==> config.mk <==
export PLATFORM = sky130hd
export DESIGN_NAME = irq_pending_ctrl
export DESIGN_NICKNAME = d
export VERILOG_FILES = /design/src/rtl/irq_pkg.sv /design/src/rtl/irq_edge_detect.sv /design/src/rtl/irq_pending_ctrl.sv
export SDC_FILE = /design/constraint.sdc
export NUM_CORES = 1
export LEC_CHECK = 0
export BUFFER_PORTS_ARGS = -buffer_cell sky130_fd_sc_hd__buf_2
export CAP_MARGIN = 20
export CORE_UTILIZATION = 50
export CTS_BUF_LIST = sky130_fd_sc_hd__clkbuf_4 sky130_fd_sc_hd__clkbuf_8 sky130_fd_sc_hd__clkbuf_16
export CTS_CLUSTER_DIAMETER = 200
export DETAILED_ROUTE_END_ITERATION = 6
export GPL_TIMING_DRIVEN = 0
export PLACE_DENSITY = 0.8
export SLEW_MARGIN = 20
export SYNTH_ARGS = -nofsm -noshare
export SYNTH_HDL_FRONTEND = slang
export SYNTH_SLANG_ARGS = --single-unit
==> constraint.sdc <==
create_clock -name clk -period 4.62 [get_ports clk]
set_clock_uncertainty 0.1 [all_clocks]
set_input_delay 0.462 -clock clk [delete_from_list [all_inputs] [get_ports clk]]
set_output_delay 0.462 -clock clk [all_outputs]
set_load 0.01 [all_outputs]
==> src/rtl/irq_pkg.sv <==
// Shared definitions for the interrupt pending front-end: line count, code
// width, controller state encoding and the code-to-mask helper.
package irq_pkg;

  localparam int N      = 8;
  localparam int CODE_W = 3;

  typedef enum logic [1:0] {
    IDLE  = 2'b00,
    OFFER = 2'b01,
    GAP   = 2'b10
  } irq_state_e;

  // Convert an encoder code into the one-hot mask of the line it names.
  function automatic logic [N-1:0] onehot(input logic [CODE_W-1:0] code);
    logic [N-1:0] m;
    m = {{(N-1){1'b0}}, 1'b1} << code;
    return m;
  endfunction

endpackage

==> src/rtl/irq_edge_detect.sv <==
// Rising-edge detector for the raw request lines.
// Build option IRQ_SYNC_EN: when defined, req_in passes through a 2-flop
// synchronizer first (adds two cycles of latency); otherwise req_in must
// already be synchronous to clk.
module irq_edge_detect
  import irq_pkg::*;
(
  input  logic         clk,
  input  logic         rst_n,
  input  logic [N-1:0] req_in,
  output logic [N-1:0] rise
);

  logic [N-1:0] req_s;
  logic [N-1:0] req_prev_r;

`ifdef IRQ_SYNC_EN
  logic [N-1:0] sync1_r;
  logic [N-1:0] sync2_r;

  // Two-stage synchronizer bringing asynchronous requests into clk.
  always_ff @(posedge clk or negedge rst_n) begin
    if (!rst_n) begin
      sync1_r <= {N{1'b0}};
      sync2_r <= {N{1'b0}};
    end else begin
      sync1_r <= req_in;
      sync2_r <= sync1_r;
    end
  end

  assign req_s = sync2_r;
`else
  assign req_s = req_in;
`endif

  // Remember last cycle's level so a held line only produces one rise.
  always_ff @(posedge clk or negedge rst_n) begin
    if (!rst_n) begin
      req_prev_r <= {N{1'b0}};
    end else begin
      req_prev_r <= req_s;
    end
  end

  assign rise = req_s & ~req_prev_r;

endmodule

==> src/rtl/irq_pending_ctrl.sv <==
// Interrupt request front-end: latches request edges into a pending register,
// exposes pending & mask to an external priority encoder, captures the
// winning code, and offers it to the consumer over valid/ready.
// Build option IRQ_SYNC_EN enables the request synchronizer (see
// irq_edge_detect).
module irq_pending_ctrl
  import irq_pkg::*;
(
  input  logic              clk,
  input  logic              rst_n,
  input  logic [N-1:0]      req_in,
  input  logic [N-1:0]      mask,
  input  logic              clr_all,
  output logic [N-1:0]      pend_vec,
  input  logic [CODE_W-1:0] enc_code,
  output logic              irq_valid,
  output logic [CODE_W-1:0] irq_code,
  input  logic              irq_ready,
  output logic              busy
);

  irq_state_e   state_r;
  irq_state_e   state_nxt_s;
  logic [N-1:0] pending_r;
  logic [N-1:0] pending_nxt_s;
  logic [N-1:0] rise_s;
  logic [N-1:0] clr_mask_s;
  logic         capture_s;

  irq_edge_detect u_edge (
    .clk    (clk),
    .rst_n  (rst_n),
    .req_in (req_in),
    .rise   (rise_s)
  );

  // Masked lines stay pending but are hidden from the encoder.
  assign pend_vec = pending_r & mask;

  assign busy = (state_r != IDLE);

  // Next-state logic; capture only when something is visible, since the
  // encoder code is meaningless for an all-zero input.
  always_comb begin
    state_nxt_s = state_r;
    capture_s   = 1'b0;
    case (state_r)
      IDLE: begin
        if (|pend_vec) begin
          state_nxt_s = OFFER;
          capture_s   = 1'b1;
        end else begin
          state_nxt_s = IDLE;
        end
      end
      OFFER: begin
        if (irq_ready) begin
          state_nxt_s = GAP;
        end else begin
          state_nxt_s = OFFER;
        end
      end
      GAP: begin
        state_nxt_s = IDLE;
      end
      default: begin
        state_nxt_s = IDLE;
      end
    endcase
  end

  // Pending update: a same-cycle edge beats both the global and the grant clear.
  always_comb begin
    clr_mask_s    = {N{1'b0}};
    pending_nxt_s = pending_r;
    if (capture_s) begin
      clr_mask_s = onehot(enc_code);
    end else begin
      clr_mask_s = {N{1'b0}};
    end
    if (clr_all) begin
      pending_nxt_s = rise_s;
    end else begin
      pending_nxt_s = (pending_r & ~clr_mask_s) | rise_s;
    end
  end

  // State and pending registers.
  always_ff @(posedge clk or negedge rst_n) begin
    if (!rst_n) begin
      state_r   <= IDLE;
      pending_r <= {N{1'b0}};
    end else begin
      state_r   <= state_nxt_s;
      pending_r <= pending_nxt_s;
    end
  end

  // Registered handshake outputs; the code is frozen for the whole offer.
  always_ff @(posedge clk or negedge rst_n) begin
    if (!rst_n) begin
      irq_valid <= 1'b0;
      irq_code  <= {CODE_W{1'b0}};
    end else begin
      irq_valid <= (state_nxt_s == OFFER);
      if (capture_s) begin
        irq_code <= enc_code;
      end else begin
        irq_code <= irq_code;
      end
    end
  end

endmodule

==> impl_metrics.env <==
export IMPL_outcome="finished, violations left"
export IMPL_failed_checks="hold timing"
export IMPL_cts_clk_slew_worst_paths_ns=0.12
export IMPL_layout_min_cycle_time_ns=1.851
export IMPL_rsz0062_at_grt="no"
export IMPL_setup_ws_ns=2.769
export IMPL_layout_nets=146
export IMPL_die_area_um2=2193
export IMPL_syn_avg_cell_area_um2=11.96
export IMPL_route_top_layer_used="met4"
export IMPL_drive_gt1_share_pct=40.98
export IMPL_fillers=151
export IMPL_final_period_utilization_pct=40.07
export IMPL_slew_viol_final=0
export IMPL_drt_total_wl_um=1852
export IMPL_worstPathRequired_ns=4.72
export IMPL_ioPinCount=36
export IMPL_max_freq_mhz=540.2
export IMPL_power_density_nw_per_um2=423.2
export IMPL_dpl_hpwl_um=1410
export IMPL_antenna_cells=0
export IMPL_grt_pass1_vias=693
export IMPL_antenna_found_initial=0
export IMPL_setup_tns_ns=0
export IMPL_synth_fp_nets=107
export IMPL_stdcell_area_um2=1259
export IMPL_syn_inst=84
export IMPL_via_per_inst=5.197
export IMPL_cts_setup_buffers=0
export IMPL_dpl_cell_area_um2=1206
export IMPL_ys_warn_count=0
export IMPL_grt_overflow=0
export IMPL_drt_first_iter_violations=13
export IMPL_cpPeakStageDelay_ns=0.56
export IMPL_core_rowCount=15
export IMPL_vias=764
export IMPL_postRouteAntennaNets=0
export IMPL_crit_slowest_cell="nor4_4"
export IMPL_routed_wl_met3_um=86
export IMPL_initial_core_util_pct=55.76
export IMPL_leakage_nw=0.6418
export IMPL_grt_usage_pct=19.52
export IMPL_drc=0
export IMPL_place_ws_ns=2.599
export IMPL_critPathKind="reg -> reg"
export IMPL_grt_pass1_wl_um=2904
export IMPL_m1WireLength_um=849
export IMPL_layout_commonest_cell="buf_2"
export IMPL_fp_dieW_um=46.83
export IMPL_fp_dieH_um=46.83
export IMPL_clkSinkCount=22
export IMPL_startpoint_type="register"
export IMPL_htreeDepth=1
export IMPL_hold_viol=13
export IMPL_synth_distinct_cells=20
export IMPL_postCtsResizedCells=0
export IMPL_syn_area_um2=1005
export IMPL_cts_buffers=3
export IMPL_cp_cell_sequence="and2_4, nor4_4, a21o_4, mux2_4"
export IMPL_root_buffer="clkbuf_4"
export IMPL_grt_max_degree=23
export IMPL_ir_drop_v=0.0003087
export IMPL_syn_to_final_growth_pct=25.28
export IMPL_maxCapViolCount=0
export IMPL_routedWlPerCell_um=12.60
export IMPL_cts_buffer_depth=2
export IMPL_hold_path_class="in -> async"
export IMPL_total_power_mw=0.5327
export IMPL_core_um2=1802
export IMPL_drtPass1Iterations=4
export IMPL_cts_hold_buf=0
export IMPL_worst_pin_slew_ns=0.5696
export IMPL_cp_max_fo=10
export IMPL_cts_tree="built"
export IMPL_cp_arrival_ns=1.95
export IMPL_layout_common_cells="34 x buf_2, 22 x dfrtp_1, 17 x inv_1"
export IMPL_maxSlewHeadroom_pct=61.74
export IMPL_gp_congestion=0.7487
export IMPL_insertion_delay_ns=0.30
export IMPL_ys_ff_latch=22
export IMPL_ys_seq_area_share_pct=54.79
export IMPL_setup_viol=0
export IMPL_wl_met2_um=900
export IMPL_holdWs_ns=-0.005669
export IMPL_port_buffers=34
export IMPL_cp_end_kind="register"
[per-stage QoR]
step                cells  util, %
detailed placement    143    66.94
global route          147    69.86
finish                147    69.86
CTS                   147    69.86
floorplan              84        -
global placement      143    66.94
[worst paths after layout]
check | startpoint | end | cells past startpoint | slack [ns]
max reg2reg | pending_r[1] | irq_code[2] | 4 | 2.77
max | pending_r[1] | irq_code[2] | 4 | 2.77
min in group clk | req_in[3] | u_edge.req_prev_r[3] | 1 | 0.17
min reg2reg | u_edge.req_prev_r[5] | pending_r[5] | 1 | 0.34
min | rst_n | pending_r[4] | 1 | -0.006
max in group asynchronous | rst_n | state_r[0] | 1 | 4.10
[logic make-up after synthesis]
| logic type | after synthesis | synth area share [%] |
|---|---|---|
| multiplexers | 3 | 4.483 |
| flip-flops | 22 | 54.79 |
| AO/OA/AOI/OAI | 19 | 13.95 |
| AND/OR/NAND/NOR | 22 | 20.05 |
| buffers and inverters | 18 | 6.724 |
[report_power, final]
group	switching, mW	leakage [nW]	internal (mW)
clock network	0.0551	0.0279	0.0876
logic	0.0706	0.352	0.0744
registers	0.0208	0.262	0.224
[metal layers]
layer	GRT usage, %	up-vias
li1	-	375
met2	31.11	28
met4	8.571	0
met5	0	-
met3	4.615	2
met1	25.43	359
[cells in the mapped netlist]
master / number / area (um^2)
or4b_1: 2 / 20.02
o32ai_1: 8 / 70.07
and3b_2: 1 / 10.01
nand4b_1: 3 / 26.28
nor4_4: 2 / 42.54
buf_1: 1 / 3.750
and2_1: 4 / 25.02
a211oi_1: 2 / 15.01
a21oi_1: 8 / 40.04
inv_1: 17 / 63.81
and3b_1: 1 / 8.760
mux2_4: 3 / 45.04
a21o_4: 1 / 15.01
and2_4: 4 / 35.03
nor2_1: 1 / 3.750
nand3_1: 1 / 5.000
nand3b_1: 1 / 7.510
nand4_1: 1 / 6.260
nor2_4: 1 / 11.26
dfrtp_1: 22 / 550.5
[state kept, by name, summed over array words and instances (netlist names)]
signal / count
u_edge.req_prev_r: 8
state_r: 2
irq_valid: 1
pending_r: 8
irq_code: 3
[worst max-delay path: cells and delay by family (launching register included)]
family | cells | cell delay, ns
compound gates | 1 | 0.24
mux | 1 | 0.30
flops | 1 | 0.40
simple gates | 2 | 0.73
[cell type report]
type	count	area, um^2	share of cell area (%)
repair buffers	34	170.2	13.52
multi-input cells	44	386.6	30.72
plain buffers	1	3.754	0.2982
flip-flops and latches	22	550.5	43.74
clock inverters	1	30.03	2.386
clock buffers	3	22.52	1.789
inverters	17	63.81	5.070
well taps	25	31.28	2.485
Note: power is estimated with default switching activity, not from simulation.
